File: config.mk
export PLATFORM = sky130hd
export DESIGN_NAME = fpaddsub_norm_shift_pipe_flat
export DESIGN_NICKNAME = d
export VERILOG_FILES = /design/src/rtl/fpaddsub_norm_shift_pipe_pkg.sv /design/src/rtl/fpaddsub_norm_shift_pipe_if.sv /design/src/rtl/fpaddsub_norm_shift_pipe_lzc.sv /design/src/rtl/fpaddsub_norm_shift_pipe.sv /design/src/flat_wrapper.sv
export SDC_FILE = /design/constraint.sdc
export NUM_CORES = 1
export LEC_CHECK = 0
export BUFFER_PORTS_ARGS = -buffer_cell sky130_fd_sc_hd__buf_2
export CORE_ASPECT_RATIO = 1.25
export CORE_MARGIN = 2
export CORE_UTILIZATION = 25
export CTS_CLUSTER_SIZE = 10
export DETAILED_ROUTE_END_ITERATION = 8
export HOLD_SLACK_MARGIN = 0.03
export PLACE_DENSITY = 0.39
export SYNTH_ARGS = -nofsm -noshare
export SYNTH_HDL_FRONTEND = slang
export SYNTH_SLANG_ARGS = --single-unit
File: constraint.sdc
create_clock -name clk -period 13.65 [get_ports clk]
set_input_delay 3.4125 -clock clk [delete_from_list [all_inputs] [get_ports clk]]
set_output_delay 3.4125 -clock clk [all_outputs]
set_load 0.005 [all_outputs]
File: src/rtl/fpaddsub_norm_shift_pipe_pkg.sv
// Shared types and constants for the FP add/sub post-adder normalizer.
// The stage payload is sized from the default widths below.
package fpaddsub_pkg;

   localparam int DEF_MAN_W = 23;
   localparam int DEF_EXP_W = 8;
   localparam int LZ_W      = $clog2(DEF_MAN_W + 3);

   localparam logic [DEF_EXP_W-1:0] EXP_ONES = '1;

   typedef struct packed {
      logic zero;
      logic uflow;
      logic oflow;
   } flags_t;

   typedef struct packed {
      logic                   sign;
      logic [DEF_EXP_W:0]     exp;
      logic [DEF_MAN_W+1:0]   man;
      logic [LZ_W-1:0]        lz;
      logic                   sticky;
      flags_t                 flags;
   } stage_t;

endpackage

File: src/rtl/fpaddsub_norm_shift_pipe_if.sv
// Input/output stream bundle of the normalizer; master is the upstream/downstream
// environment, slave is the pipeline itself.
interface fpaddsub_norm_shift_pipe_if #(
   parameter int MAN_W = fpaddsub_pkg::DEF_MAN_W,
   parameter int EXP_W = fpaddsub_pkg::DEF_EXP_W
) ();

   logic             in_valid;
   logic             in_ready;
   logic [MAN_W+1:0] in_sum;
   logic [EXP_W-1:0] in_exp;
   logic             in_sign;

   logic             out_valid;
   logic             out_ready;
   logic [MAN_W:0]   out_man;
   logic [EXP_W-1:0] out_exp;
   logic             out_sign;
   logic             out_sticky;
   logic             out_zero;
   logic             out_uflow;
   logic             out_oflow;

   modport master (
      output in_valid, in_sum, in_exp, in_sign, out_ready,
      input  in_ready, out_valid, out_man, out_exp, out_sign,
             out_sticky, out_zero, out_uflow, out_oflow
   );

   modport slave (
      input  in_valid, in_sum, in_exp, in_sign, out_ready,
      output in_ready, out_valid, out_man, out_exp, out_sign,
             out_sticky, out_zero, out_uflow, out_oflow
   );

endinterface

File: src/rtl/fpaddsub_norm_shift_pipe_lzc.sv
// Leading-zero counter, combinational; returns W for an all-zero input.
module fpaddsub_lzc #(
   parameter int W  = fpaddsub_pkg::DEF_MAN_W + 2,
   parameter int CW = fpaddsub_pkg::LZ_W
) (
   input  logic [W-1:0]  d,
   output logic [CW-1:0] cnt
);

   // Scanning upward lets the highest set bit win.
   always_comb begin
      cnt = CW'(W);
      for (int i = 0; i < W; i++) begin
         if (d[i]) cnt = CW'(W - 1 - i);
      end
   end

endmodule

File: src/rtl/fpaddsub_norm_shift_pipe.sv
// Post-adder normalizer: 3-stage pipeline, 3-cycle latency, 1 beat/cycle.
// Each stage advances when empty or when the next stage advances; out_* hold while stalled.
module fpaddsub_norm_shift_pipe #(
   parameter int MAN_W = fpaddsub_pkg::DEF_MAN_W,
   parameter int EXP_W = fpaddsub_pkg::DEF_EXP_W
) (
   input logic                       clk,
   input logic                       rst,
   fpaddsub_norm_shift_pipe_if.slave bus
);
   import fpaddsub_pkg::*;

   localparam int SUM_W = MAN_W + 2;

   logic             s1_vld, s2_vld, s3_vld;
   logic             s1_adv, s2_adv, s3_adv;
   logic             s1_sign;
   logic [EXP_W-1:0] s1_exp;
   logic [SUM_W-1:0] s1_sum;
   logic [LZ_W-1:0]  s1_lz;
   logic [LZ_W-1:0]  in_lz;
   stage_t           s2_nxt, s2;
   logic             carry, zero;
   logic [LZ_W-1:0]  shl;
   logic [EXP_W:0]   exp_inc;
   logic [MAN_W:0]   o_man;
   logic [EXP_W-1:0] o_exp;
   logic             o_sign, o_sticky;
   flags_t           o_flags;

   assign s3_adv       = !s3_vld || bus.out_ready;
   assign s2_adv       = !s2_vld || s3_adv;
   assign s1_adv       = !s1_vld || s2_adv;
   assign bus.in_ready = s1_adv;

   fpaddsub_lzc #(.W(SUM_W), .CW(LZ_W)) u_lzc (.d(bus.in_sum), .cnt(in_lz));

   always_ff @(posedge clk or posedge rst) begin
      if (rst) begin
         s1_vld  <= 1'b0;
         s1_sign <= 1'b0;
         s1_exp  <= '0;
         s1_sum  <= '0;
         s1_lz   <= '0;
      end else if (s1_adv) begin
         s1_vld <= bus.in_valid;
         if (bus.in_valid) begin
            s1_sign <= bus.in_sign;
            s1_exp  <= bus.in_exp;
            s1_sum  <= bus.in_sum;
            s1_lz   <= in_lz;
         end
      end
   end

   // Classify and apply the coarse (multiple-of-4) part of the left shift.
   always_comb begin
      carry   = s1_sum[SUM_W-1];
      zero    = (s1_sum == '0);
      shl     = s1_lz - LZ_W'(1);
      exp_inc = {1'b0, s1_exp} + (EXP_W+1)'(1);
      s2_nxt      = '0;
      s2_nxt.sign = s1_sign;
      if (carry) begin
         s2_nxt.exp         = exp_inc;
         s2_nxt.man         = s1_sum >> 1;
         s2_nxt.sticky      = s1_sum[0];
         // >= also catches an all-ones input exponent, which must not wrap
         s2_nxt.flags.oflow = (exp_inc >= (EXP_W+1)'(EXP_ONES));
      end else if (zero) begin
         s2_nxt.flags.zero  = 1'b1;
      end else begin
         s2_nxt.exp         = {1'b0, s1_exp};
         s2_nxt.man         = s1_sum << {shl[LZ_W-1:2], 2'b00};
         s2_nxt.lz          = shl;
         s2_nxt.flags.uflow = ({1'b0, s1_exp} <= (EXP_W+1)'(shl));
      end
   end

   always_ff @(posedge clk or posedge rst) begin
      if (rst) begin
         s2_vld <= 1'b0;
         s2     <= '0;
      end else if (s2_adv) begin
         s2_vld <= s1_vld;
         if (s1_vld) s2 <= s2_nxt;
      end
   end

   // Fine shift and exponent adjust; lz carries the full left-shift amount.
   always_ff @(posedge clk or posedge rst) begin
      if (rst) begin
         s3_vld   <= 1'b0;
         o_man    <= '0;
         o_exp    <= '0;
         o_sign   <= 1'b0;
         o_sticky <= 1'b0;
         o_flags  <= '0;
      end else if (s3_adv) begin
         s3_vld <= s2_vld;
         if (s2_vld) begin
            o_sign   <= s2.sign;
            o_sticky <= s2.sticky;
            o_flags  <= s2.flags;
            if (s2.flags.zero || s2.flags.uflow) begin
               o_exp <= '0;
               o_man <= '0;
            end else if (s2.flags.oflow) begin
               o_exp <= '1;
               o_man <= '0;
            end else begin
               o_exp <= EXP_W'(s2.exp - (EXP_W+1)'(s2.lz));
               o_man <= (MAN_W+1)'(s2.man << s2.lz[1:0]);
            end
         end
      end
   end

   assign bus.out_valid  = s3_vld;
   assign bus.out_man    = o_man;
   assign bus.out_exp    = o_exp;
   assign bus.out_sign   = o_sign;
   assign bus.out_sticky = o_sticky;
   assign bus.out_zero   = o_flags.zero;
   assign bus.out_uflow  = o_flags.uflow;
   assign bus.out_oflow  = o_flags.oflow;

endmodule
File: src/flat_wrapper.sv
// flat-port wrapper written by rule: the top's interface ports become plain ports
module fpaddsub_norm_shift_pipe_flat import fpaddsub_pkg::*;
#(
   parameter int MAN_W = fpaddsub_pkg::DEF_MAN_W,
   parameter int EXP_W = fpaddsub_pkg::DEF_EXP_W
)
  (clk, rst, bus_in_valid, bus_in_sum, bus_in_exp, bus_in_sign, bus_out_ready, bus_in_ready, bus_out_valid, bus_out_man, bus_out_exp, bus_out_sign, bus_out_sticky, bus_out_zero, bus_out_uflow, bus_out_oflow);
  fpaddsub_norm_shift_pipe_if #(.MAN_W(MAN_W), .EXP_W(EXP_W)) bus_i ();
  input logic clk;
  input logic rst;
  input wire logic [$bits(bus_i.in_valid)-1:0] bus_in_valid;
  input wire logic [$bits(bus_i.in_sum)-1:0] bus_in_sum;
  input wire logic [$bits(bus_i.in_exp)-1:0] bus_in_exp;
  input wire logic [$bits(bus_i.in_sign)-1:0] bus_in_sign;
  input wire logic [$bits(bus_i.out_ready)-1:0] bus_out_ready;
  output wire logic [$bits(bus_i.in_ready)-1:0] bus_in_ready;
  output wire logic [$bits(bus_i.out_valid)-1:0] bus_out_valid;
  output wire logic [$bits(bus_i.out_man)-1:0] bus_out_man;
  output wire logic [$bits(bus_i.out_exp)-1:0] bus_out_exp;
  output wire logic [$bits(bus_i.out_sign)-1:0] bus_out_sign;
  output wire logic [$bits(bus_i.out_sticky)-1:0] bus_out_sticky;
  output wire logic [$bits(bus_i.out_zero)-1:0] bus_out_zero;
  output wire logic [$bits(bus_i.out_uflow)-1:0] bus_out_uflow;
  output wire logic [$bits(bus_i.out_oflow)-1:0] bus_out_oflow;
  assign bus_i.in_valid = bus_in_valid;
  assign bus_i.in_sum = bus_in_sum;
  assign bus_i.in_exp = bus_in_exp;
  assign bus_i.in_sign = bus_in_sign;
  assign bus_i.out_ready = bus_out_ready;
  assign bus_in_ready = bus_i.in_ready;
  assign bus_out_valid = bus_i.out_valid;
  assign bus_out_man = bus_i.out_man;
  assign bus_out_exp = bus_i.out_exp;
  assign bus_out_sign = bus_i.out_sign;
  assign bus_out_sticky = bus_i.out_sticky;
  assign bus_out_zero = bus_i.out_zero;
  assign bus_out_uflow = bus_i.out_uflow;
  assign bus_out_oflow = bus_i.out_oflow;
  fpaddsub_norm_shift_pipe #(.MAN_W(MAN_W), .EXP_W(EXP_W)) u_core (.clk(clk), .rst(rst), .bus(bus_i));
endmodule
Word level (Yosys, flattened, before mapping)
Cells that the tools add are included.
{ "classes": {"add_sub_neg": 3, "n_lt_le_gt_ge": 2, "shifts": 2, "muxes": 37, "reduce_logical": 11} }
{ "ops": {"columns": ["cell", "count"], "rows": [
  ["two-way mux 5 bit", 25],
  ["two-way mux 24 bit", 2],
  ["two-way mux 38 bit", 1],
  ["two-way mux 33 bit", 1],
  ["logical NOT 25 bit", 1],
  ["left shift 25 x 2 -> 24 bit", 1],
  ["left shift 25 x 5 -> 25 bit", 1],
  ["two-way mux 8 bit", 2],
  ["adder 8 x 1 -> 9 bit, second input constant", 1],
  [">= comparator 9 x 8 -> 1 bit, second input constant", 1],
  ["less-or-equal comparator 8 x 5 -> 1 bit", 1],
  ["subtractor 8 x 5 -> 8 bit", 1],
  ["AND reduction 2 bit", 3],
  ["two-way mux 1 bit", 5],
  ["subtractor 5 x 1 -> 5 bit, second input constant", 1],
  ["logical OR 1 bit", 4],
  ["logical NOT 1 bit", 3],
  ["two-way mux 2 bit", 1]
]} }
{ "totals": {"reg_bits": 122, "inputBits": 38, "out_inout_bits": 39, "word_cells": 77} }

Longest topological paths before layout
Gate-level depths: netlist of the first run.
{ "depth": {"ltp_word": 25, "ltp_mapped": 11, "ltp_nobuf": 9} }

By module
From an unflattened synthesis of the first run, not the netlist that was laid out.
{ "unflattened": {"hier_cells": 641, "area_unflattened_um2": 6809.0} }
{ "by_module_without_submodules": {"columns": ["module", "n_inst", "cells_per_inst", "area_per_inst_um2", "seq_area_each_um2"], "rows": [
  ["fpaddsub_norm_shift_pipe", 1, 592, 6530.0, 3027.9],
  ["fpaddsub_lzc", 1, 49, 279.0, 0.0]
]} }

Worst setup path before layout of the first run
OpenSTA, ideal clock, no wires.
{ "synth_path": {"kind": "input to output", "start": "input port bus_out_ready", "end": "output port bus_in_ready", "arrival_time_ps": 3696, "required_ps": 10238, "slack_ps": 6542, "path_stages": 2, "path_buffers": 0, "path_cell_list": "nor2b_1 > nand3_1"} }
{ "synth_between": {"elab_chain_len": 3} }
{ "synth_lines": {"columns": ["item", "line_no", "text"], "rows": [
  ["start, declared", "flat_wrapper.sv:15", "input wire logic [$bits(bus_i.out_ready)-1:0] bus_out_ready;"],
  ["logical OR 1 bit", "fpaddsub_norm_shift_pipe.sv:31", "assign s3_adv = !s3_vld || bus.out_ready;"],
  ["logical OR 1 bit", "fpaddsub_norm_shift_pipe.sv:32", "assign s2_adv = !s2_vld || s3_adv;"],
  ["logical OR 1 bit", "fpaddsub_norm_shift_pipe.sv:33", "assign s1_adv = !s1_vld || s2_adv;"],
  ["end, declared", "flat_wrapper.sv:16", "output wire logic [$bits(bus_i.in_ready)-1:0] bus_in_ready;"]
]} }
No other way between the ends.

Worst setup path in the final report of the first run
Ends and elaborated chain as after synthesis.

==> results of run 1 <==
sequential cells by signal, summed over array words and instances (netlist names), 5 cells and up:
| register | cells |
|---|---|
| u_core.s2 | 42 |
| u_core.s1_sum | 25 |
| u_core.bus.out_man | 24 |
| u_core.bus.out_exp | 8 |
| u_core.s1_exp | 8 |
| u_core.s1_lz | 5 |
cells by family after synthesis:
family / Yosys count
XOR/XNOR: 9
AO/OA/AOI/OAI: 171
multiplexers: 75
AND/OR/NAND/NOR: 190
adder cells (fa/ha/maj): 14
buffers and inverters: 59
flip-flops: 121
report_power, final:
part / internal [mW] / switching (mW) / leakage (nW) / total (mW)
Clock: 0.335 / 0.160 / 0.317 / 0.494
Combinational: 0.212 / 0.214 / 1.67 / 0.426
Sequential: 0.453 / 0.0894 / 1.49 / 0.543
cell usage after synthesis, drive strengths merged (11+ instances only):
master,number,share of area
a21oi,47,0.036
a22o,21,0.028
and3,15,0.014
clkbuf,33,0.019
dfrtp,121,0.46
ha,13,0.025
inv,19,0.011
mux2,39,0.067
mux2i,19,0.029
mux4,17,0.058
nand2,61,0.035
nor2,48,0.027
nor4,11,0.010
o21ai,42,0.032
o22ai,15,0.014
stage by stage:
stage	std cells	power, mW	hold slack (ps)	utilization
3_3_place_gp	1025	0.972	453	0.282
6_report	1057	1.46	458	0.307
3_5_place_dp	1025	0.980	456	0.282
2_1_floorplan	639	0.826	433	-
4_1_cts	1057	1.49	460	0.307
5_1_grt	1057	1.56	503	0.307
worst max-delay path, stage by stage:
cell and delay, ps:
buf_2 100, nor2b_1 140, nand3_1 180, buf_2 180
path summary, 6_finish.rpt:
kind / start / to / slack (ps) / cells after the start
setup / recovery: bus_out_ready / bus_in_ready / 6230 / 4
hold / removal: u_core.s1_sign / u_core.s2[43] / 460 / 2
setup reg to reg: u_core.s1_sum[24] / u_core.s2[9] / 10900 / 7
hold reg to reg: u_core.s1_sign / u_core.s2[43] / 460 / 2
max in group asynchronous: rst / u_core.s1_sum[1] / 9220 / 3
min in group asynchronous: rst / u_core.bus.out_exp[3] / 3110 / 2
layout make-up:
cell class / instances / area, sq um
Clock buffer: 26 / 519
Clock inverter: 6 / 133
Fill cell: 2721 / 18000
Inverter: 19 / 73.8
Multi-Input combinational cell: 459 / 3320
Sequential cell: 121 / 3030
Tap cell: 340 / 425
Timing Repair Buffer: 86 / 455
metal layers:
| metal | wire length [um] | vias up | share of wire | track usage |
|---|---|---|---|---|
| met3 | 680 | 15 | 0.038 | 0.0315 |
| met4 | 260 | 0 | 0.014 | 0.0472 |
| met1 | 8660 | 2497 | 0.48 | 0.184 |
| li1 | - | 2510 | - | - |
| met2 | 8500 | 98 | 0.47 | 0.219 |
| met5 | 0 | - | 0 | 0 |
==> report_table.html, run 1 <==
<table>
<tr><th>Metric</th><th>Value</th></tr>
<tr><th colspan="2">Outcome</th></tr>
<tr><td>Run status</td><td>finished, final reports clean</td></tr>
<tr><th colspan="2">Logic synthesis</th></tr>
<tr><td>Synthesized-area fraction occupied by ao, oa, aoi and oai cells</td><td>0.167</td></tr>
<tr><td>Synth Instances</td><td>639</td></tr>
<tr><td>Cell area after synthesis</td><td>6580 sq um</td></tr>
<tr><td>Area share of xor/xnor cells in the synthesized design</td><td>0.0160</td></tr>
<tr><td>Mean area per synthesized cell</td><td>10.3 sq um</td></tr>
<tr><td>Number of flops mapped to enable cells by yosys</td><td>0</td></tr>
<tr><td>#FFs+latches synth</td><td>121</td></tr>
<tr><td>Dominant combinational cell family by area after synthesis</td><td>compound AO/OA/AOI/OAI gates</td></tr>
<tr><td>Post-synthesis net count</td><td>691</td></tr>
<tr><td>Adder and majority gate portion of the synthesized area</td><td>0.0278</td></tr>
<tr><td>Sequential-to-total area share from yosys stat</td><td>0.460</td></tr>
<tr><td>Number of distinct library cell variants in the gate-level netlist after synthesis</td><td>57</td></tr>
<tr><td>Proportion of synthesized area in mux cells</td><td>0.154</td></tr>
<tr><td>Share of synthesized cell area in and, or, nand and nor gates</td><td>0.140</td></tr>
<tr><td>Post-synthesis async set-or-reset flop share</td><td>1.00</td></tr>
<tr><td>Most common flop cell mapped by yosys</td><td>dfrtp_1</td></tr>
<tr><td>Syn. warnings</td><td>0</td></tr>
<tr><th colspan="2">Worst setup path</th></tr>
<tr><td>Data arrival time of the critical path</td><td>4010 ps</td></tr>
<tr><td>Required time of the critical path</td><td>10,240 ps</td></tr>
<tr><td>Worst-path maximum fanout</td><td>5</td></tr>
<tr><td>Critical Path Sink Type</td><td>primary output</td></tr>
<tr><td>Path type of the worst setup path</td><td>input port to primary output</td></tr>
<tr><td>Critical Path Source Type</td><td>input port</td></tr>
<tr><th colspan="2">Pwr</th></tr>
<tr><td>Pwr Density</td><td>184 nW/um^2</td></tr>
<tr><td>Max rail drop VDD</td><td>0.0000895 V</td></tr>
<tr><td>Leakage</td><td>3.48 nW</td></tr>
<tr><th colspan="2">Clocking</th></tr>
<tr><td>TritonCTS Sinks</td><td>121</td></tr>
<tr><td>Clock latency on the worst-skew pair</td><td>420 ps</td></tr>
<tr><td>Post_cts resized</td><td>0</td></tr>
<tr><td>Number of levels in the clock H-tree</td><td>4</td></tr>
<tr><td>Inserted Clock Buffers</td><td>17</td></tr>
<tr><td>Clock Tree Buf Depth</td><td>2</td></tr>
<tr><td>Clock-pin slew on the worst setup and hold paths</td><td>50 ps</td></tr>
<tr><td>CTS tree</td><td>done</td></tr>
<tr><td>Post-CTS setup buffer count</td><td>0</td></tr>
<tr><td>Number of hold buffers added after cts</td><td>0</td></tr>
<tr><td>Clock root cell</td><td>clkbuf_16</td></tr>
<tr><th colspan="2">Placement</th></tr>
<tr><td>Final HPWL DP</td><td>13.3 mm</td></tr>
<tr><td>Worst slack, placed</td><td>6230 ps</td></tr>
<tr><td>Placer's final routability congestion estimate</td><td>0.867</td></tr>
<tr><td>Number of buffer cells added on primary ports</td><td>76</td></tr>
<tr><td>Standard cell area after detailed placement</td><td>7300 sq um</td></tr>
<tr><th colspan="2">Drt</th></tr>
<tr><td>Avg WL per Cell</td><td>17.1 um</td></tr>
<tr><td>Detailed-route via count</td><td>5,120</td></tr>
<tr><td>Vias per std cell</td><td>4.84</td></tr>
<tr><td>Router iterations before antenna repair</td><td>4</td></tr>
<tr><td>Remaining DRCs</td><td>0</td></tr>
<tr><td>Final wirelength</td><td>18.1 mm</td></tr>
<tr><td>Iter 0 DRT Violations</td><td>266</td></tr>
<tr><td>Remaining antenna violation count after routing</td><td>0</td></tr>
<tr><th colspan="2">Flow run</th></tr>
<tr><td>MaxCap Viol Count</td><td>0</td></tr>
<tr><th colspan="2">STA</th></tr>
<tr><td>Worst slew margin relative to its limit</td><td>0.348</td></tr>
<tr><td>Worst Max-Slew Pin Slew</td><td>974 ps</td></tr>
<tr><td>Post-route clock period utilization</td><td>0.544</td></tr>
<tr><td>Final setup margin</td><td>6230 ps</td></tr>
<tr><td>Peak clock frequency supported by timing</td><td>0.135 GHz</td></tr>
<tr><td>Unrepaired setup endpoints after global routing</td><td>no</td></tr>
<tr><td># setup viols final</td><td>0</td></tr>
<tr><td>Fin. max-slew vios</td><td>0</td></tr>
<tr><td>Final setup TNS</td><td>0 ps</td></tr>
<tr><td>Final critical delay including setup and external delays</td><td>7420 ps</td></tr>
<tr><td>Hold violation total from the final report</td><td>0</td></tr>
<tr><td>Layout Skew</td><td>12.5 ps</td></tr>
<tr><th colspan="2">Final layout</th></tr>
<tr><td>Area of all placed cells without fillers</td><td>7950 sq um</td></tr>
<tr><td>Proportion of layout cells with a drive suffix above 1</td><td>0.241</td></tr>
<tr><td>Post-synthesis to final-layout area growth</td><td>20.8%</td></tr>
<tr><td>Commonest cells after routing, fill and taps aside</td><td>121 x dfrtp_1, 76 x buf_2, 61 x nand2_1, 48 x nor2_1, 47 x a21oi_1</td></tr>
<tr><td>Post-layout net count</td><td>756</td></tr>
<tr><td>Antenna cell count</td><td>0</td></tr>
<tr><td>Most frequent standard cell in the layout excluding fill and tap cells</td><td>dfrtp_1</td></tr>
<tr><th colspan="2">Global routing</th></tr>
<tr><td>Via count of the first global-routing pass</td><td>5,285</td></tr>
<tr><td>Antenna violations before repair</td><td>0</td></tr>
<tr><td>Global-route usage over all layers</td><td>0.138</td></tr>
<tr><td>First-pass GRT wire length</td><td>29.8 mm</td></tr>
<tr><td>Maximum number of pins on one net before global-route repair</td><td>66</td></tr>
<tr><td>Overflow after GRT</td><td>0</td></tr>
<tr><th colspan="2">Die</th></tr>
<tr><td>Die X-Extent</td><td>149 um</td></tr>
<tr><td>Starting density of the core</td><td>0.254</td></tr>
<tr><td>Total Die Area</td><td>27,600 sq um</td></tr>
<tr><td>Area of the core</td><td>25,900 sq um</td></tr>
<tr><td>Die H</td><td>185 um</td></tr>
<tr><td>Num ports</td><td>77</td></tr>
<tr><td>Rows</td><td>66</td></tr>
<tr><th colspan="2">Worst hold path</th></tr>
<tr><td>Type of the worst min-delay path</td><td>flip-flop to flip-flop</td></tr>
</table>
Note: power is estimated with default switching activity, not from simulation.
==> inputs of run 2 (changes only) <==
Clock period 13.65 ns to 7.8 ns, I/O delays scaled along.
==> report_table.html, run 2 (same netlist as run 1, synthesis figures left out) <==
<table>
<tr><th>Metric</th><th>Value</th></tr>
<tr><th colspan="2">Final layout</th></tr>
<tr><td>Antenna cell count</td><td>0 (unchanged)</td></tr>
<tr><td>Post-layout net count</td><td>756 (unchanged)</td></tr>
<tr><td>Number of flip-flops under the largest register name</td><td>42 (unchanged)</td></tr>
<tr><td>Proportion of layout cells with a drive suffix above 1</td><td>0.243 (+0.00173)</td></tr>
<tr><td>Largest register by flop count</td><td>u_core.s2</td></tr>
<tr><td>Core utilization of the finished layout</td><td>0.305 (-0.00183)</td></tr>
<tr><td>Fin cells</td><td>1,056 (-0.095%)</td></tr>
<tr><td>Most frequent standard cell in the layout excluding fill and tap cells</td><td>dfrtp_1</td></tr>
<tr><td>Commonest cells after routing, fill and taps aside</td><td>121 x dfrtp_1, 76 x buf_2, 61 x nand2_1, 48 x nor2_1, 47 x a21oi_1</td></tr>
<tr><td>Post-synthesis to final-layout area growth</td><td>20.1%</td></tr>
<tr><td>Filler instances</td><td>2,773 (+1.9%)</td></tr>
<tr><th colspan="2">Placement</th></tr>
<tr><td>Final HPWL DP</td><td>13.3 mm (-0.58%)</td></tr>
<tr><td>Number of instances in the placed design</td><td>1,025 (unchanged)</td></tr>
<tr><td>Worst slack, placed</td><td>3280 ps (-2950 ps)</td></tr>
<tr><td>Placer's final routability congestion estimate</td><td>0.845 (-2.5%)</td></tr>
<tr><td>Number of buffer cells added on primary ports</td><td>76 (unchanged)</td></tr>
<tr><th colspan="2">STA</th></tr>
<tr><td># setup viols final</td><td>0 (unchanged)</td></tr>
<tr><td>Worst hold slack</td><td>470 ps (+11.4 ps)</td></tr>
<tr><td>Final setup TNS</td><td>0 ps (unchanged)</td></tr>
<tr><td>Post-route clock period utilization</td><td>0.577</td></tr>
<tr><td>Final setup margin</td><td>3300 ps (-2920 ps)</td></tr>
<tr><td>Worst Max-Slew Pin Slew</td><td>1030 ps (+58.5 ps)</td></tr>
<tr><td>Peak clock frequency supported by timing</td><td>0.222 GHz</td></tr>
<tr><td>Hold violation total from the final report</td><td>0 (unchanged)</td></tr>
<tr><td>Unrepaired setup endpoints after global routing</td><td>no</td></tr>
<tr><td>Worst slew margin relative to its limit</td><td>0.309 (-0.0391)</td></tr>
<tr><td>Final critical delay including setup and external delays</td><td>4500 ps</td></tr>
<tr><td>Layout Skew</td><td>6.83 ps (-5.70 ps)</td></tr>
<tr><td>Fin. max-slew vios</td><td>0 (unchanged)</td></tr>
<tr><th colspan="2">Clocking</th></tr>
<tr><td>Clock latency on the worst-skew pair</td><td>420 ps (about the same)</td></tr>
<tr><td>Clock-pin slew on the worst setup and hold paths</td><td>50 ps (about the same)</td></tr>
<tr><td>Inserted Clock Buffers</td><td>17 (unchanged)</td></tr>
<tr><td>Number of hold buffers added after cts</td><td>0 (unchanged)</td></tr>
<tr><td>Post_cts resized</td><td>0 (unchanged)</td></tr>
<tr><td>Number of levels in the clock H-tree</td><td>4 (unchanged)</td></tr>
<tr><td>CTS tree</td><td>done</td></tr>
<tr><td>Post-CTS setup buffer count</td><td>0 (unchanged)</td></tr>
<tr><td>TritonCTS Sinks</td><td>121 (unchanged)</td></tr>
<tr><td>Clock root cell</td><td>clkbuf_16</td></tr>
<tr><td>Clock Tree Buf Depth</td><td>2 (unchanged)</td></tr>
<tr><th colspan="2">Drt</th></tr>
<tr><td>Vias per std cell</td><td>4.82 (-0.45%)</td></tr>
<tr><td>Remaining DRCs</td><td>0 (unchanged)</td></tr>
<tr><td>Iter 0 DRT Violations</td><td>286 (+7.5%)</td></tr>
<tr><td>Avg WL per Cell</td><td>16.9 um (-1.2%)</td></tr>
<tr><td>Detailed-route via count</td><td>5,092 (-0.55%)</td></tr>
<tr><td>Final wirelength</td><td>17.9 mm (-1.3%)</td></tr>
<tr><td>Remaining antenna violation count after routing</td><td>0 (unchanged)</td></tr>
<tr><td>Router iterations before antenna repair</td><td>5 (+1)</td></tr>
<tr><th colspan="2">Global routing</th></tr>
<tr><td>Global-route usage over all layers</td><td>0.137 (-0.000409)</td></tr>
<tr><td>Overflow after GRT</td><td>0 (unchanged)</td></tr>
<tr><td>Maximum number of pins on one net before global-route repair</td><td>66 (unchanged)</td></tr>
<tr><td>Antenna violations before repair</td><td>0 (unchanged)</td></tr>
<tr><td>Via count of the first global-routing pass</td><td>5,385 (+1.9%)</td></tr>
<tr><td>First-pass GRT wire length</td><td>29.8 mm (about the same)</td></tr>
<tr><th colspan="2">Outcome</th></tr>
<tr><td>Run status</td><td>finished, final reports clean</td></tr>
<tr><th colspan="2">Worst setup path</th></tr>
<tr><td>Largest delay contributor family on the critical path</td><td>simple AND/OR/NAND/NOR gates</td></tr>
<tr><td>Buf+Inv Stages, Crit Path</td><td>2 (unchanged)</td></tr>
<tr><td>RR Endpoint</td><td>u_core.s2[11]</td></tr>
<tr><td>Minimum setup slack among reg-to-reg paths</td><td>5040 ps (-5860 ps)</td></tr>
<tr><td>Slowest stage cell, crit path</td><td>nand3_1</td></tr>
<tr><td>Crit path from</td><td>bus_out_ready</td></tr>
<tr><td>Most frequent cell on the critical path</td><td>buf_2</td></tr>
<tr><td>Register-to-Register Path Depth</td><td>6 (-1)</td></tr>
<tr><td>Critical path's largest stage delay</td><td>180 ps (about the same)</td></tr>
<tr><td>Data arrival time of the critical path</td><td>2550 ps (-1460 ps)</td></tr>
<tr><td>Worst-path maximum fanout</td><td>5 (unchanged)</td></tr>
<tr><td>Critical Path Source Type</td><td>input port</td></tr>
<tr><td>Worst reg2reg startpoint</td><td>u_core.s1_sum[0]</td></tr>
<tr><td>Required time of the critical path</td><td>5850 ps (-4390 ps)</td></tr>
<tr><td>Path type of the worst setup path</td><td>input port to primary output</td></tr>
<tr><td>Critical Path Sink Type</td><td>primary output</td></tr>
<tr><td>Critical path, cell by cell</td><td>buf_2 -&gt; nor2b_1 -&gt; nand3_1 -&gt; buf_2</td></tr>
<tr><th colspan="2">Worst hold path</th></tr>
<tr><td>Type of the worst min-delay path</td><td>flip-flop to flip-flop</td></tr>
<tr><td>Hold path startpoint</td><td>u_core.s1_sign</td></tr>
<tr><td>Hold Path Sink</td><td>u_core.s2[43]</td></tr>
<tr><td>Hold Path Cell Cnt</td><td>2 (unchanged)</td></tr>
<tr><th colspan="2">Pwr</th></tr>
<tr><td>Leakage</td><td>3.47 nW (-0.33%)</td></tr>
<tr><td>Max rail drop VDD</td><td>0.000160 V (+79%)</td></tr>
<tr><td>Pwr Density</td><td>316 nW/um^2 (+72%)</td></tr>
<tr><th colspan="2">Die</th></tr>
<tr><td>Rows</td><td>66 (unchanged)</td></tr>
<tr><td>Die X-Extent</td><td>149 um (unchanged)</td></tr>
<tr><td>Area of the core</td><td>25,900 sq um (unchanged)</td></tr>
<tr><td>Total Die Area</td><td>27,600 sq um (unchanged)</td></tr>
<tr><td>Starting density of the core</td><td>0.254 (unchanged)</td></tr>
<tr><td>Die H</td><td>185 um (unchanged)</td></tr>
<tr><td>Num ports</td><td>77 (unchanged)</td></tr>
<tr><th colspan="2">Flow run</th></tr>
<tr><td>MaxCap Viol Count</td><td>0 (unchanged)</td></tr>
</table>
run 2: cell count changes in the layout (fill, tap and decap cells not counted), sizes merged:
cell,previous run,this run
clkinv,1,6
clkbuf,26,22
bufinv,4,3
clkinvlp,1,0
run 2: power by group:
part / switching, mW / total, mW / internal (mW) / leakage, nW
clock: 0.276 / 0.807 / 0.531 / 0.305
combinational: 0.371 / 0.741 / 0.371 / 1.67
sequential: 0.154 / 0.947 / 0.793 / 1.49
total: 0.801 / 2.50 / 1.69 / 3.47
run 2: worst max path at each step:
stage	depth (start not counted)	slack (ps)	to
final	4	3300	bus_in_ready
after global routing	4	3190	bus_in_ready
after CTS	4	3280	bus_in_ready
after detailed placement	4	3280	bus_in_ready
after global placement	4	3310	bus_in_ready
after floorplan	1	2640	u_core.bus.out_exp[0]
run 2: layer usage:
metal  up-vias  track usage  part of all wire
li1       2504            -                 -
met4         0       0.0514             0.014
met3        11       0.0286             0.034
met1      2482        0.184              0.48
met5         -            0                 0
met2        95        0.217              0.47
run 2: area by class of cell:
class / count / area [sq um] / area share
multi-input combinational: 459 / 3320 / 0.420
sequential: 121 / 3030 / 0.383
clock buffer: 22 / 484 / 0.0613
timing repair buffer: 86 / 455 / 0.0576
tap: 340 / 425 / 0.0538
clock inverter: 9 / 120 / 0.0152
inverter: 19 / 73.8 / 0.00934
run 2: worst min-delay path: stages (launching register included):
cell	delay [ps]
dfrtp_1	340
nand2_1	50
nand2_1	50
run 2: per-stage QoR:
| step | power [mW] | area (sq um) |
|---|---|---|
| CTS | 2.54 | 7900 |
| finish | 2.50 | 7900 |
| global placement | 1.70 | 7300 |
| detailed placement | 1.72 | 7300 |
| floorplan | 1.45 | 6580 |
| global route | 2.68 | 7900 |
==> inputs of run 3 (changes only) <==
Settings changed: PLACE_DENSITY 0.39 to 0.4.
Clock period 7.8 ns to 3.7 ns, I/O delays scaled along.
==> report_table.html, run 3 (same netlist as run 1, synthesis figures left out) <==
<table>
<tr><th>Metric</th><th>Value</th></tr>
<tr><th colspan="2">Outcome</th></tr>
<tr><td>Run status</td><td>finished, final reports clean</td></tr>
<tr><th colspan="2">Worst setup path</th></tr>
<tr><td>Critical Path Source Type</td><td>input port</td></tr>
<tr><td>Path type of the worst setup path</td><td>input port to primary output</td></tr>
<tr><td>Critical Path Sink Type</td><td>primary output</td></tr>
<tr><td>Minimum setup slack among reg-to-reg paths</td><td>1240 ps (-3800 ps)</td></tr>
<tr><td>Buf+Inv Stages, Crit Path</td><td>2 (unchanged)</td></tr>
<tr><td>Worst-path maximum fanout</td><td>5 (unchanged)</td></tr>
<tr><td>Crit path from</td><td>bus_out_ready</td></tr>
<tr><td>Register-to-Register Path Depth</td><td>10 (+4)</td></tr>
<tr><td>Largest delay contributor family on the critical path</td><td>simple AND/OR/NAND/NOR gates</td></tr>
<tr><td>Slowest stage cell, crit path</td><td>nand3_1</td></tr>
<tr><td>RR Endpoint</td><td>u_core.s2[32]</td></tr>
<tr><td>Stages on the worst setup path</td><td>4 (unchanged)</td></tr>
<tr><td>Critical path capture point</td><td>bus_in_ready</td></tr>
<tr><td>Required time of the critical path</td><td>2770 ps (-3080 ps)</td></tr>
<tr><td>Critical path, cell by cell</td><td>buf_2 -&gt; nor2b_1 -&gt; nand3_1 -&gt; buf_2</td></tr>
<tr><td>Critical path's largest stage delay</td><td>190 ps (about the same)</td></tr>
<tr><td>Most frequent cell on the critical path</td><td>buf_2</td></tr>
<tr><td>Data arrival time of the critical path</td><td>1540 ps (-1010 ps)</td></tr>
<tr><td>Worst reg2reg startpoint</td><td>u_core.s1_lz[0]</td></tr>
<tr><th colspan="2">Pwr</th></tr>
<tr><td>Pwr Density</td><td>666 nW/um^2 (+110%)</td></tr>
<tr><td>Leakage</td><td>3.47 nW (about the same)</td></tr>
<tr><td>Total power of the final layout</td><td>5.30 mW (+110%)</td></tr>
<tr><td>Max rail drop VDD</td><td>0.000328 V (+100%)</td></tr>
<tr><th colspan="2">STA</th></tr>
<tr><td>Final critical delay including setup and external delays</td><td>2460 ps</td></tr>
<tr><td>Layout Skew</td><td>9.38 ps (+2.55 ps)</td></tr>
<tr><td>Worst slew margin relative to its limit</td><td>0.369 (+0.0594)</td></tr>
<tr><td>Worst hold slack</td><td>470 ps (+0.773 ps)</td></tr>
<tr><td>Post-route clock period utilization</td><td>0.665</td></tr>
<tr><td>Fin. max-slew vios</td><td>0 (unchanged)</td></tr>
<tr><td>Unrepaired setup endpoints after global routing</td><td>no</td></tr>
<tr><td>Final setup margin</td><td>1240 ps (-2060 ps)</td></tr>
<tr><td># setup viols final</td><td>0 (unchanged)</td></tr>
<tr><td>Hold violation total from the final report</td><td>0 (unchanged)</td></tr>
<tr><td>Peak clock frequency supported by timing</td><td>0.406 GHz</td></tr>
<tr><td>Final setup TNS</td><td>0 ps (unchanged)</td></tr>
<tr><td>Worst Max-Slew Pin Slew</td><td>947 ps (-85.3 ps)</td></tr>
<tr><th colspan="2">Final layout</th></tr>
<tr><td>Filler instances</td><td>2,718 (-2.0%)</td></tr>
<tr><td>Largest register by flop count</td><td>u_core.s2</td></tr>
<tr><td>Post-synthesis to final-layout area growth</td><td>20.8%</td></tr>
<tr><td>Most frequent standard cell in the layout excluding fill and tap cells</td><td>dfrtp_1</td></tr>
<tr><td>Number of flip-flops under the largest register name</td><td>42 (unchanged)</td></tr>
<tr><td>Proportion of layout cells with a drive suffix above 1</td><td>0.249 (+0.00559)</td></tr>
<tr><td>Area used by multi-input combinational logic</td><td>3320 sq um (unchanged)</td></tr>
<tr><td>Fin cells</td><td>1,060 (+0.38%)</td></tr>
<tr><td>Area taken by flip-flops and latches</td><td>3030 sq um (unchanged)</td></tr>
<tr><td>Post-layout net count</td><td>759 (+0.40%)</td></tr>
<tr><td>Antenna cell count</td><td>0 (unchanged)</td></tr>
<tr><td>Commonest cells after routing, fill and taps aside</td><td>121 x dfrtp_1, 76 x buf_2, 61 x nand2_1, 48 x nor2_1, 47 x a21oi_1</td></tr>
<tr><td>Core utilization of the finished layout</td><td>0.307 (+0.00174)</td></tr>
<tr><td>Area of all placed cells without fillers</td><td>7950 sq um (+0.57%)</td></tr>
<tr><th colspan="2">Die</th></tr>
<tr><td>Total Die Area</td><td>27,600 sq um (unchanged)</td></tr>
<tr><td>Num ports</td><td>77 (unchanged)</td></tr>
<tr><td>Area of the core</td><td>25,900 sq um (unchanged)</td></tr>
<tr><td>Die H</td><td>185 um (unchanged)</td></tr>
<tr><td>Rows</td><td>66 (unchanged)</td></tr>
<tr><td>Starting density of the core</td><td>0.254 (unchanged)</td></tr>
<tr><td>Die X-Extent</td><td>149 um (unchanged)</td></tr>
<tr><th colspan="2">Clocking</th></tr>
<tr><td>Clock latency on the worst-skew pair</td><td>420 ps (about the same)</td></tr>
<tr><td>Post_cts resized</td><td>0 (unchanged)</td></tr>
<tr><td>Post-CTS setup buffer count</td><td>0 (unchanged)</td></tr>
<tr><td>Inserted Clock Buffers</td><td>17 (unchanged)</td></tr>
<tr><td>TritonCTS Sinks</td><td>121 (unchanged)</td></tr>
<tr><td>CTS tree</td><td>done</td></tr>
<tr><td>Number of levels in the clock H-tree</td><td>4 (unchanged)</td></tr>
<tr><td>Number of hold buffers added after cts</td><td>0 (unchanged)</td></tr>
<tr><td>Clock Tree Buf Depth</td><td>2 (unchanged)</td></tr>
<tr><td>Clock-pin slew on the worst setup and hold paths</td><td>60 ps (about the same)</td></tr>
<tr><td>Clock root cell</td><td>clkbuf_16</td></tr>
<tr><th colspan="2">Drt</th></tr>
<tr><td>Remaining DRCs</td><td>0 (unchanged)</td></tr>
<tr><td>Avg WL per Cell</td><td>17.2 um (+1.6%)</td></tr>
<tr><td>Remaining antenna violation count after routing</td><td>0 (unchanged)</td></tr>
<tr><td>Vias per std cell</td><td>4.92 (+2.0%)</td></tr>
<tr><td>Detailed-route via count</td><td>5,213 (+2.4%)</td></tr>
<tr><td>Router iterations before antenna repair</td><td>5 (unchanged)</td></tr>
<tr><td>Iter 0 DRT Violations</td><td>204 (-29%)</td></tr>
<tr><td>Final wirelength</td><td>18.2 mm (+2.0%)</td></tr>
<tr><th colspan="2">Placement</th></tr>
<tr><td>Number of buffer cells added on primary ports</td><td>76 (unchanged)</td></tr>
<tr><td>Standard cell area after detailed placement</td><td>7340 sq um (+0.50%)</td></tr>
<tr><td>Final HPWL DP</td><td>13.5 mm (+2.0%)</td></tr>
<tr><td>Placer's final routability congestion estimate</td><td>0.889 (+5.2%)</td></tr>
<tr><td>Number of instances in the placed design</td><td>1,028 (+0.29%)</td></tr>
<tr><td>Worst slack, placed</td><td>840 ps (-2440 ps)</td></tr>
<tr><th colspan="2">Global routing</th></tr>
<tr><td>Global-route usage over all layers</td><td>0.139 (+0.00184)</td></tr>
<tr><td>Overflow after GRT</td><td>0 (unchanged)</td></tr>
<tr><td>Via count of the first global-routing pass</td><td>5,391 (+0.11%)</td></tr>
<tr><td>Maximum number of pins on one net before global-route repair</td><td>122 (+85%)</td></tr>
<tr><td>Antenna violations before repair</td><td>1 (+1)</td></tr>
<tr><td>First-pass GRT wire length</td><td>30.0 mm (+0.62%)</td></tr>
<tr><th colspan="2">Worst hold path</th></tr>
<tr><td>Type of the worst min-delay path</td><td>flip-flop to flip-flop</td></tr>
<tr><th colspan="2">Flow run</th></tr>
<tr><td>MaxCap Viol Count</td><td>0 (unchanged)</td></tr>
</table>
[run 3: how the worst min path moves through the flow]
stage | startpoint | endpoint | slack [ps] | cells after the start
final | u_core.s2[43] | u_core.s2[43] | 470 | 2
after CTS | u_core.bus.out_exp[0] | u_core.bus.out_exp[0] | 480 | 1
after global placement | u_core.s2[43] | u_core.s2[43] | 470 | 2
after global routing | u_core.bus.out_exp[1] | u_core.bus.out_exp[1] | 510 | 1
after detailed placement | u_core.s2[43] | u_core.s2[43] | 470 | 2
after floorplan | u_core.s1_sign | u_core.s2[43] | 430 | 2
[run 3: final cells by class]
| cell class | instances | area share |
|---|---|---|
| multi-input cells | 459 | 0.417 |
| clock inverters | 14 | 0.0219 |
| well taps | 340 | 0.0535 |
| repair buffers | 89 | 0.0617 |
| inverters | 19 | 0.00944 |
| flip-flops and latches | 121 | 0.381 |
| clock buffers | 18 | 0.0552 |
[run 3: tightest hold or removal path, delay by kind of cell (launching register included)]
| family | cells | cell delay [ps] |
|---|---|---|
| simple gates | 2 | 100 |
| flops | 1 | 340 |
[run 3: report_power, final]
part | leakage, nW | switching (mW) | internal [mW]
Combinational | 1.69 | 0.792 | 0.788
Sequential | 1.49 | 0.336 | 1.67
Clock | 0.288 | 0.631 | 1.08
Total | 3.47 | 1.76 | 3.54
[run 3: metal layers]
layer / track usage / wire, um / vias up
met4: 0.0503 / 329 / 2
met3: 0.0337 / 867 / 29
met2: 0.223 / 8640 / 148
met1: 0.182 / 8380 / 2519
li1: - / - / 2515
met5: 0 / 16 / -
